--- config.mk ---
export PLATFORM = sky130hd
export DESIGN_NAME = serial_subtractor
export DESIGN_NICKNAME = d
export VERILOG_FILES = /design/src/rtl/serial_subtractor.sv
export SDC_FILE = /design/constraint.sdc
export NUM_CORES = 1
export LEC_CHECK = 0
export CAP_MARGIN = 20
export CORE_MARGIN = 2
export CORE_UTILIZATION = 38
export CTS_BUF_LIST = sky130_fd_sc_hd__clkbuf_8 sky130_fd_sc_hd__clkbuf_16
export DETAILED_ROUTE_END_ITERATION = 10
export DONT_BUFFER_PORTS = 1
export SLEW_MARGIN = 10
export SYNTH_ARGS = -nofsm -noshare
export SYNTH_HDL_FRONTEND = slang
export SYNTH_SLANG_ARGS = --single-unit
--- constraint.sdc ---
create_clock -name clk -period 1.8 [get_ports clk]
set_input_delay 0.36 -clock clk [delete_from_list [all_inputs] [get_ports clk]]
set_output_delay 0.36 -clock clk [all_outputs]
set_load 0.03 [all_outputs]
--- src/rtl/serial_subtractor.sv ---
// Bit-serial a - b, LSB first: one half-subtractor step per clock with a registered borrow.
// WIDTH cycles from accepted start to a one-cycle done pulse; start is ignored while busy.
module serial_subtractor #(
  parameter int WIDTH = 8
) (
  input  logic             clk,
  input  logic             rst_n,
  input  logic             start,
  input  logic [WIDTH-1:0] a,
  input  logic [WIDTH-1:0] b,
  output logic             busy,
  output logic             done,
  output logic [WIDTH-1:0] diff,
  output logic             bor,
  output logic             ovf
);
  localparam int CW = $clog2(WIDTH + 1);
  localparam logic [CW-1:0] LAST = CW'(WIDTH - 1);

  typedef enum logic [1:0] {IDLE, RUN, DONE} state_t;

  state_t           state;
  logic [WIDTH-1:0] a_sh, b_sh, res, res_nxt;
  logic [CW-1:0]    cnt;
  logic             br, a_msb, b_msb;
  logic             x, y, d, br_nxt;

  assign x      = a_sh[0];
  assign y      = b_sh[0];
  assign d      = x ^ y ^ br;
  assign br_nxt = (~x & y) | (~(x ^ y) & br);
  assign diff   = res;

  // New bit enters at the MSB so the result is right-aligned after WIDTH shifts.
  always_comb begin
    res_nxt            = res >> 1;
    res_nxt[WIDTH-1]   = d;
  end

  always_ff @(posedge clk) begin
    if (!rst_n) begin
      state <= IDLE;
      busy  <= 1'b0;
      done  <= 1'b0;
      bor   <= 1'b0;
      ovf   <= 1'b0;
      res   <= '0;
      a_sh  <= '0;
      b_sh  <= '0;
      br    <= 1'b0;
      cnt   <= '0;
      a_msb <= 1'b0;
      b_msb <= 1'b0;
    end else begin
      case (state)
        IDLE, DONE: begin
          done <= 1'b0;
          if (start) begin
            a_sh  <= a;
            b_sh  <= b;
            a_msb <= a[WIDTH-1];
            b_msb <= b[WIDTH-1];
            br    <= 1'b0;
            cnt   <= '0;
            busy  <= 1'b1;
            state <= RUN;
          end else begin
            state <= IDLE;
          end
        end
        RUN: begin
          a_sh <= a_sh >> 1;
          b_sh <= b_sh >> 1;
          res  <= res_nxt;
          br   <= br_nxt;
          cnt  <= cnt + CW'(1);
          if (cnt == LAST) begin
            state <= DONE;
            busy  <= 1'b0;
            done  <= 1'b1;
            bor   <= br_nxt;
            // d is the final result MSB on this step
            ovf   <= (a_msb != b_msb) & (d != a_msb);
          end
        end
        default: state <= IDLE;
      endcase
    end
  end
endmodule

Word level (Yosys, flattened, before mapping):

Cells that the tools add are included.
W data, S select, Z words.

* $add $sub $neg: 1
* eq/ne operators: 7
* muxes and demuxes: 16
* bitwise operators: 8
* reduce and logical (&&, ||, !) cells: 8

Operators by type and width (count)
* $pmux W8 S2: 2
* $mux W8: 2
* $pmux W4 S2: 1
* $reduce_and A2 Y1: 4
* $pmux W1 S2: 3
* $mux W1: 5
* $add A4 B1 Y4 const B: 1
* $eq A4 B3 Y1 const B: 1
* $mux W4: 1
* $ne A2 B2 Y1 const B: 2
* $pmux W2 S2: 1
* $and A1 B1 Y1: 3
* $reduce_and A3 Y1: 1
* $eq A2 B1 Y1 const B: 1
* $eq A2 B2 Y1 const B: 1
* $logic_not A2 Y1: 1
* $mux W2: 1
* $ne A1 B1 Y1: 2
* $not A1 Y1: 2
* $reduce_bool A2 Y1: 1
* $reduce_or A2 Y1: 1
* $xor A1 B1 Y1: 2
* $or A1 B1 Y1: 1

* register bits after elaboration: 37
* input port bits: 19
* word-level logic and storage cells: 52

Longest topological paths before layout:

Gate-level depths: netlist of the first run.

* word-level depth: 5
* gate-level depth with buffers: 5
* mapped depth without buffers: 5

Worst setup path before layout of the first run:

OpenSTA, ideal clock, no wires.

* path kind: flip-flop to flip-flop
* from: register b_sh[0]
* to: register ovf
* arrival time: 1.255 ns
* required time: 1.677 ns
* slack: 0.422 ns
* cell stages (with the launch flop): 6
* buffers on the path: 0
* clock period less this slack: 1.378 ns
* path through: dfxtp_1 > inv_1 > fa_1 > and3b_1 > nor4_1 > nor3_1

* cells in the longest elaborated chain, start to end: 4

RTL lines
* start, declared: RTL line 23 `logic [WIDTH-1:0] a_sh, b_sh, res, res_nxt;`
* start signal, assigned: RTL line 73 `b_sh <= b_sh >> 1;`
* $xor A1 B1 Y1 (2 in series): RTL line 30 `assign d = x ^ y ^ br;`
* via d: RTL line 26 `logic x, y, d, br_nxt;`
* $ne A1 B1 Y1: RTL line 83 `ovf <= (a_msb != b_msb) & (d != a_msb);`
* $and A1 B1 Y1: RTL line 83
* end signal, assigned: RTL line 83
* end, declared: RTL line 15 `output logic ovf`

The timed path passes the listed nets, and every way through them passes these cells.
A chain may end at the register's enable or synchronous reset.

Worst setup path after layout of the first run:

Same ends and word-level chain as after synthesis.

==> out/results.tsv, run 1 <==
metric	value	unit
largest family of logic cells by synthesized area	compound AO/OA/AOI/OAI gates	
CTS Buf Count	5	
adder-cell share of the synthesized area	2.17	%
CP endpoint kind	register	
Final Non-Filler Cells	216	
hold crit path type	in -> reg	
placed insts	208	
crit start category	register	
post-synth design cell area	1500	um2
Yosys top cell area share	49.5	%
hold_buf cts	0	
CP Class	reg -> reg	
die height	66.8	um
final-report setup violation count	0	
P_int	1.36	mW
clock root buffer	clkbuf_8	
Clk Latency, worst-skew pair	0.28	ns
Hold Crit Start	rst_n	
die width	66.8	um
r2r startpoint	b_sh[0]	
multiplexer share of the synthesized area	1.67	%
Core Footprint	3720	um2
All-Layer GR Usage	15.5	%
outcome	completed	
vias in the first global route	1180	
utilization of the core after routing	43.6	%
most frequent cells in the layout	dfxtp_1 (37), a21oi_1 (35), nand2_1 (23)	
slew margin rel.	68.9	%
critical path data required time	1.97	ns
Avg Inst Size Synth	8.91	um2
Seq/Total Area, Yosys	49.5	%
unrepaired setup endpoints after global routing	false	
Avg Vias per Cell	5.55	
Initial Utilization	40.3	%
Post-Syn Nets	189	
post-CTS resize count	0	
pwr dens	1080	nW/um2
Iter 0 DRT Violations	61	
Area Growth Syn to Fin	8.36	%
Final TNS setup	0	ns
Fmax	688	MHz
antenna violations before repair	0	
max cap viols	0	
Post-DP HPWL	2090	um
Final min period	1.45	ns
most common cell after layout, fill and taps aside	dfxtp_1	
number of port buffers	0	
first-pass GRT wire length	5180	um
Post-Synth Simple-Gate Area	19.5	%
Sw Ratio	22.9	%
Clock Sinks	37	
drt pass-1 iters	4	
Post-Route Hold Slack	0.232	ns
gr ovfl total	0	
Mapped Cells	168	
Synth Area in Compound Gates	20.5	%
Rows	22	
routed len/inst	14.1	um
number of H-tree levels	2	
Top Ports	31	
Routed Wire Length	3050	um
Slew Limit Fails	0	
Net Switching	402	uW
Synth Area in XOR/XNOR	0	%
Clock Skew	0.00312	ns
Crit Path Max Fanout	3	
TritonCTS clock tree	built	
Gate power share	8.8	%
Remaining DRCs	0	
share of cells above drive strength 1	8.93	%
Yosys reg bits	37	
power share of the clock group	40.9	%
Worst Path Arrival	1.63	ns
DR vias	1198	
clock-pin slew on the worst setup and hold paths	0.07	ns
Final Hold Viols	0	
# fillers	366	
CTS Buffer Depth	2	
Cell variety after synth	28	
remaining antenna violation count	0	
ratio of final minimum period to clock period	80.8	%
sequential power share	50.4	%
Layout Nets	188	
Slew @ Worst Pin	0.466	ns
area leader, netlist	dfxtp_1	
Ant. Diodes	0	
Pleak	0.565	nW
Setup Buffers After CTS	0	
die area	4460	um2
routability cong.	0.709	
VDD IR max	0.497	mV
Yosys Warn Count	0	
Synth area leaders	dfxtp_1 (49%), a21oi_1 (12%), a22oi_1 (7.0%)	
CP Launch Point	b_sh[0]	
largest net degree at the start of global routing	33	
==> logic make-up (layout without fill, tap and decap cells) <==
kind of cell | Yosys count | in the layout
adders and majority gates | 2 | 2
AOI/OAI and AO/OA | 52 | 52
buffers and inverters | 16 | 16
DFF | 37 | 37
and+or+nand+nor | 59 | 59
muxes | 2 | 2
==> path summary, 6_finish.rpt <==
path | to | slack [ns] | cells past startpoint
max | ovf | 0.35 | 5
max reg2reg | ovf | 0.35 | 5
min | cnt[3] | 0.23 | 2
min reg2reg | a_sh[7] | 0.47 | 2
==> power groups by stage <==
stage               clock [mW]  combinational [mW]  sequential (mW)
floorplan                    0               0.138            0.898
global placement             0               0.147            0.902
detailed placement           0               0.155            0.904
CTS                      0.737               0.155            0.885
global route             0.776               0.178            0.889
finish                   0.718               0.154            0.885
==> cell type report <==
type / instances / area (um2) / area share, %
inverter: 3 / 11.3 / 0.694
tap: 48 / 60.1 / 3.70
timing repair buffer: 5 / 37.5 / 2.31
sequential: 37 / 741 / 45.7
clock buffer: 6 / 82.6 / 5.09
clock inverter: 2 / 33.8 / 2.08
multi-input combinational: 115 / 656 / 40.4
==> per-stage QoR <==
| step | instance area, um2 | setup slack (ns) | power, mW |
|---|---|---|---|
| 6_report | 1620 | 0.346 | 1.76 |
| 5_1_grt | 1620 | 0.226 | 1.84 |
| 4_1_cts | 1620 | 0.328 | 1.78 |
| 3_5_place_dp | 1510 | 0.331 | 1.06 |
| 3_3_place_gp | 1510 | 0.406 | 1.05 |
| 2_1_floorplan | 1500 | 0.422 | 1.04 |
==> state kept, by name, summed over array words and instances (netlist names) <==
| name | flops |
|---|---|
| a_msb | 1 |
| diff | 8 |
| state | 2 |
| b_sh | 8 |
| b_msb | 1 |
| cnt | 4 |
| done | 1 |
| br | 1 |
| ovf | 1 |
| busy | 1 |
| bor | 1 |
| a_sh | 8 |
==> worst max-delay path: stages (launching register included) <==
cell     delay (ns)
dfxtp_1        0.33
inv_1          0.06
fa_1           0.49
and3b_1        0.19
nor4_1         0.21
nor3_1         0.07
==> per-layer routing <==
layer  up-vias  track usage, %  wire [um]  share of wire (%)
met2        30            27.4       1490                 49
li1        593               -          -                  -
met1       568            17.4       1310                 43
met5         -               0          0                  0
met3         7            4.56        200                6.6
met4         0            6.12         50                1.6
==> Yosys cell counts, drive strengths merged <==
| master | n |
|---|---|
| a211oi | 1 |
| a21oi | 35 |
| a22oi | 14 |
| a311oi | 1 |
| and2b | 1 |
| and3b | 2 |
| buf | 10 |
| clkbuf | 3 |
| clkinv | 1 |
| dfxtp | 37 |
| fa | 1 |
| ha | 1 |
| inv | 2 |
| mux2 | 1 |
| mux2i | 1 |
| nand2 | 23 |
| nand2b | 5 |
| nand3 | 20 |
| nand3b | 1 |
| nand4 | 1 |
| nor2 | 2 |
| nor2b | 1 |
| nor3 | 1 |
| nor3b | 1 |
| nor4 | 1 |
| o21ai | 1 |
(Power assumes the default switching activity.)
==> inputs of run 2 (changes only) <==
==> constraint.sdc (replaced) <==
create_clock -name clk -period 1.5 [get_ports clk]
set_input_delay 0.3 -clock clk [delete_from_list [all_inputs] [get_ports clk]]
set_output_delay 0.3 -clock clk [all_outputs]
set_load 0.03 [all_outputs]
==> out/results.tsv, run 2 (synthesis results as in run 1) <==
metric	value	unit	change
Iter 0 DRT Violations	65		+6.6%
Area Growth Syn to Fin	10.2	%	
unrepaired setup endpoints after global routing	false		
clock-pin slew on the worst setup and hold paths	0.07	ns	about the same
worst r2r dst	ovf		
vias in the first global route	1229		+4.2%
R2R cell count	5		unchanged
Fmax	704	MHz	+2.4%
routed len/inst	14.4	um	+2.0%
Pleak	0.579	nW	+2.5%
Final Total Pwr	2.13	mW	+21%
Hold Crit Start	rst_n		
die height	66.8	um	unchanged
r2r startpoint	br		
Remaining DRCs	0		unchanged
VDD IR max	0.644	mV	+30%
clock root buffer	clkbuf_8		
Top Ports	31		unchanged
final-report setup violation count	0		unchanged
hold_buf cts	0		unchanged
hold path depth	2		unchanged
drt pass-1 iters	5		+1
Max stage delay on crit path	0.49	ns	about the same
Worst Path Arrival	1.58	ns	-0.05 ns
post-CTS resize count	0		unchanged
most common cell after layout, fill and taps aside	dfxtp_1		
crit path cell chain	inv_1, fa_1, and3b_1, nor4_1, nor3_1		
antenna violations before repair	0		unchanged
Crit path max-delay family	adder cells		
WHS Endpoint	cnt[3]		
number of H-tree levels	2		unchanged
Final min period	1.42	ns	-0.0334 ns
ratio of final minimum period to clock period	94.7	%	+14 points
# fillers	375		+2.5%
Avg Vias per Cell	5.56		+0.16%
Routed Wire Length	3140	um	+2.9%
routability cong.	0.753		+6.1%
Ant. Diodes	0		unchanged
sequential cell area	741	um2	unchanged
critical path data required time	1.66	ns	-0.31 ns
Multi-input gate area	656	um2	unchanged
Setup Buffers After CTS	0		unchanged
TritonCTS clock tree	built		
utilization of the core after routing	44.4	%	+0.74 points
max cap viols	0		unchanged
hold crit path type	in -> reg		
die width	66.8	um	unchanged
share of cells above drive strength 1	10.0	%	+1.1 points
Rows	22		unchanged
DR vias	1211		+1.1%
die area	4460	um2	unchanged
Core Footprint	3720	um2	unchanged
Clk Latency, worst-skew pair	0.28	ns	about the same
Slowest cell on crit path	fa_1		
Final TNS setup	0	ns	unchanged
Clock Sinks	37		unchanged
Buf+Inv Stages, Crit Path	1		unchanged
Layout Nets	190		+1.1%
largest net degree at the start of global routing	37		+12%
All-Layer GR Usage	16.2	%	+0.65 points
Final Hold Viols	0		unchanged
Clock Skew	0.00865	ns	+0.00553 ns
first-pass GRT wire length	5300	um	+2.4%
remaining antenna violation count	0		unchanged
CP endpoint kind	register		
crit start category	register		
CP Class	reg -> reg		
gr ovfl total	0		unchanged
Slew @ Worst Pin	0.370	ns	-0.0964 ns
Post-DP HPWL	2140	um	+2.7%
most frequent cells in the layout	dfxtp_1 (37), a21oi_1 (35), nand2_1 (23)		
pwr dens	1290	nW/um2	+19%
worst reg-to-reg setup slack	0.08	ns	-0.27 ns
CTS Buf Count	5		unchanged
number of port buffers	0		unchanged
Slew Limit Fails	0		unchanged
CTS Buffer Depth	2		unchanged
Initial Utilization	40.3	%	unchanged
slew margin rel.	75.3	%	+6.4 points
outcome	completed		
Crit Path Max Fanout	3		unchanged
run 2: worst max-delay path by stage:
| stage | slack, ns | endpoint | start | depth (start not counted) |
|---|---|---|---|---|
| after global routing | 0.02 | ovf | br | 5 |
| after floorplan | 0.12 | ovf | b_sh[0] | 5 |
| final | 0.08 | ovf | br | 5 |
| after global placement | 0.1 | ovf | b_sh[0] | 5 |
| after detailed placement | 0.05 | ovf | b_sh[0] | 5 |
| after CTS | 0.03 | ovf | b_sh[0] | 5 |
run 2: metrics by stage:
step           area [um2]  setup WS [ns]  cells  hold WS, ns
2_1_floorplan        1500          0.122    168        0.440
3_3_place_gp         1530         0.0969    210        0.455
3_5_place_dp         1530         0.0545    210        0.462
4_1_cts              1650         0.0323    218        0.172
5_1_grt              1650         0.0167    218        0.183
6_report             1650         0.0796    218        0.171
run 2: power breakdown:
group / leakage, nW / internal [mW] / total (mW) / switching, mW
clock: 0.0626 / 0.535 / 0.869 / 0.334
sequential: 0.302 / 1.03 / 1.06 / 0.0352
combinational: 0.215 / 0.0756 / 0.197 / 0.121
run 2: layer usage:
| metal | part of all wire (%) | up-vias | global-route usage, % | routed length (um) |
|---|---|---|---|---|
| li1 | - | 597 | - | - |
| met1 | 44 | 577 | 17.5 | 1380 |
| met5 | 0 | - | 0 | 0 |
| met3 | 5.7 | 7 | 5.24 | 178 |
| met4 | 1.6 | 0 | 6.89 | 51 |
| met2 | 49 | 30 | 28.6 | 1530 |
run 2: worst reg2reg max path, stage by stage (launching register included):
cell	delay, ns
dfxtp_1	0.33
inv_1	0.06
fa_1	0.49
and3b_1	0.18
nor4_1	0.17
nor3_1	0.07
run 2: final cells by class:
type / count / share of cell area (%)
clock buffers: 6 / 5.01
clock inverters: 2 / 2.05
inverters: 3 / 0.683
multi-input cells: 115 / 39.8
flip-flops and latches: 37 / 44.9
well taps: 48 / 3.64
repair buffers: 7 / 3.95
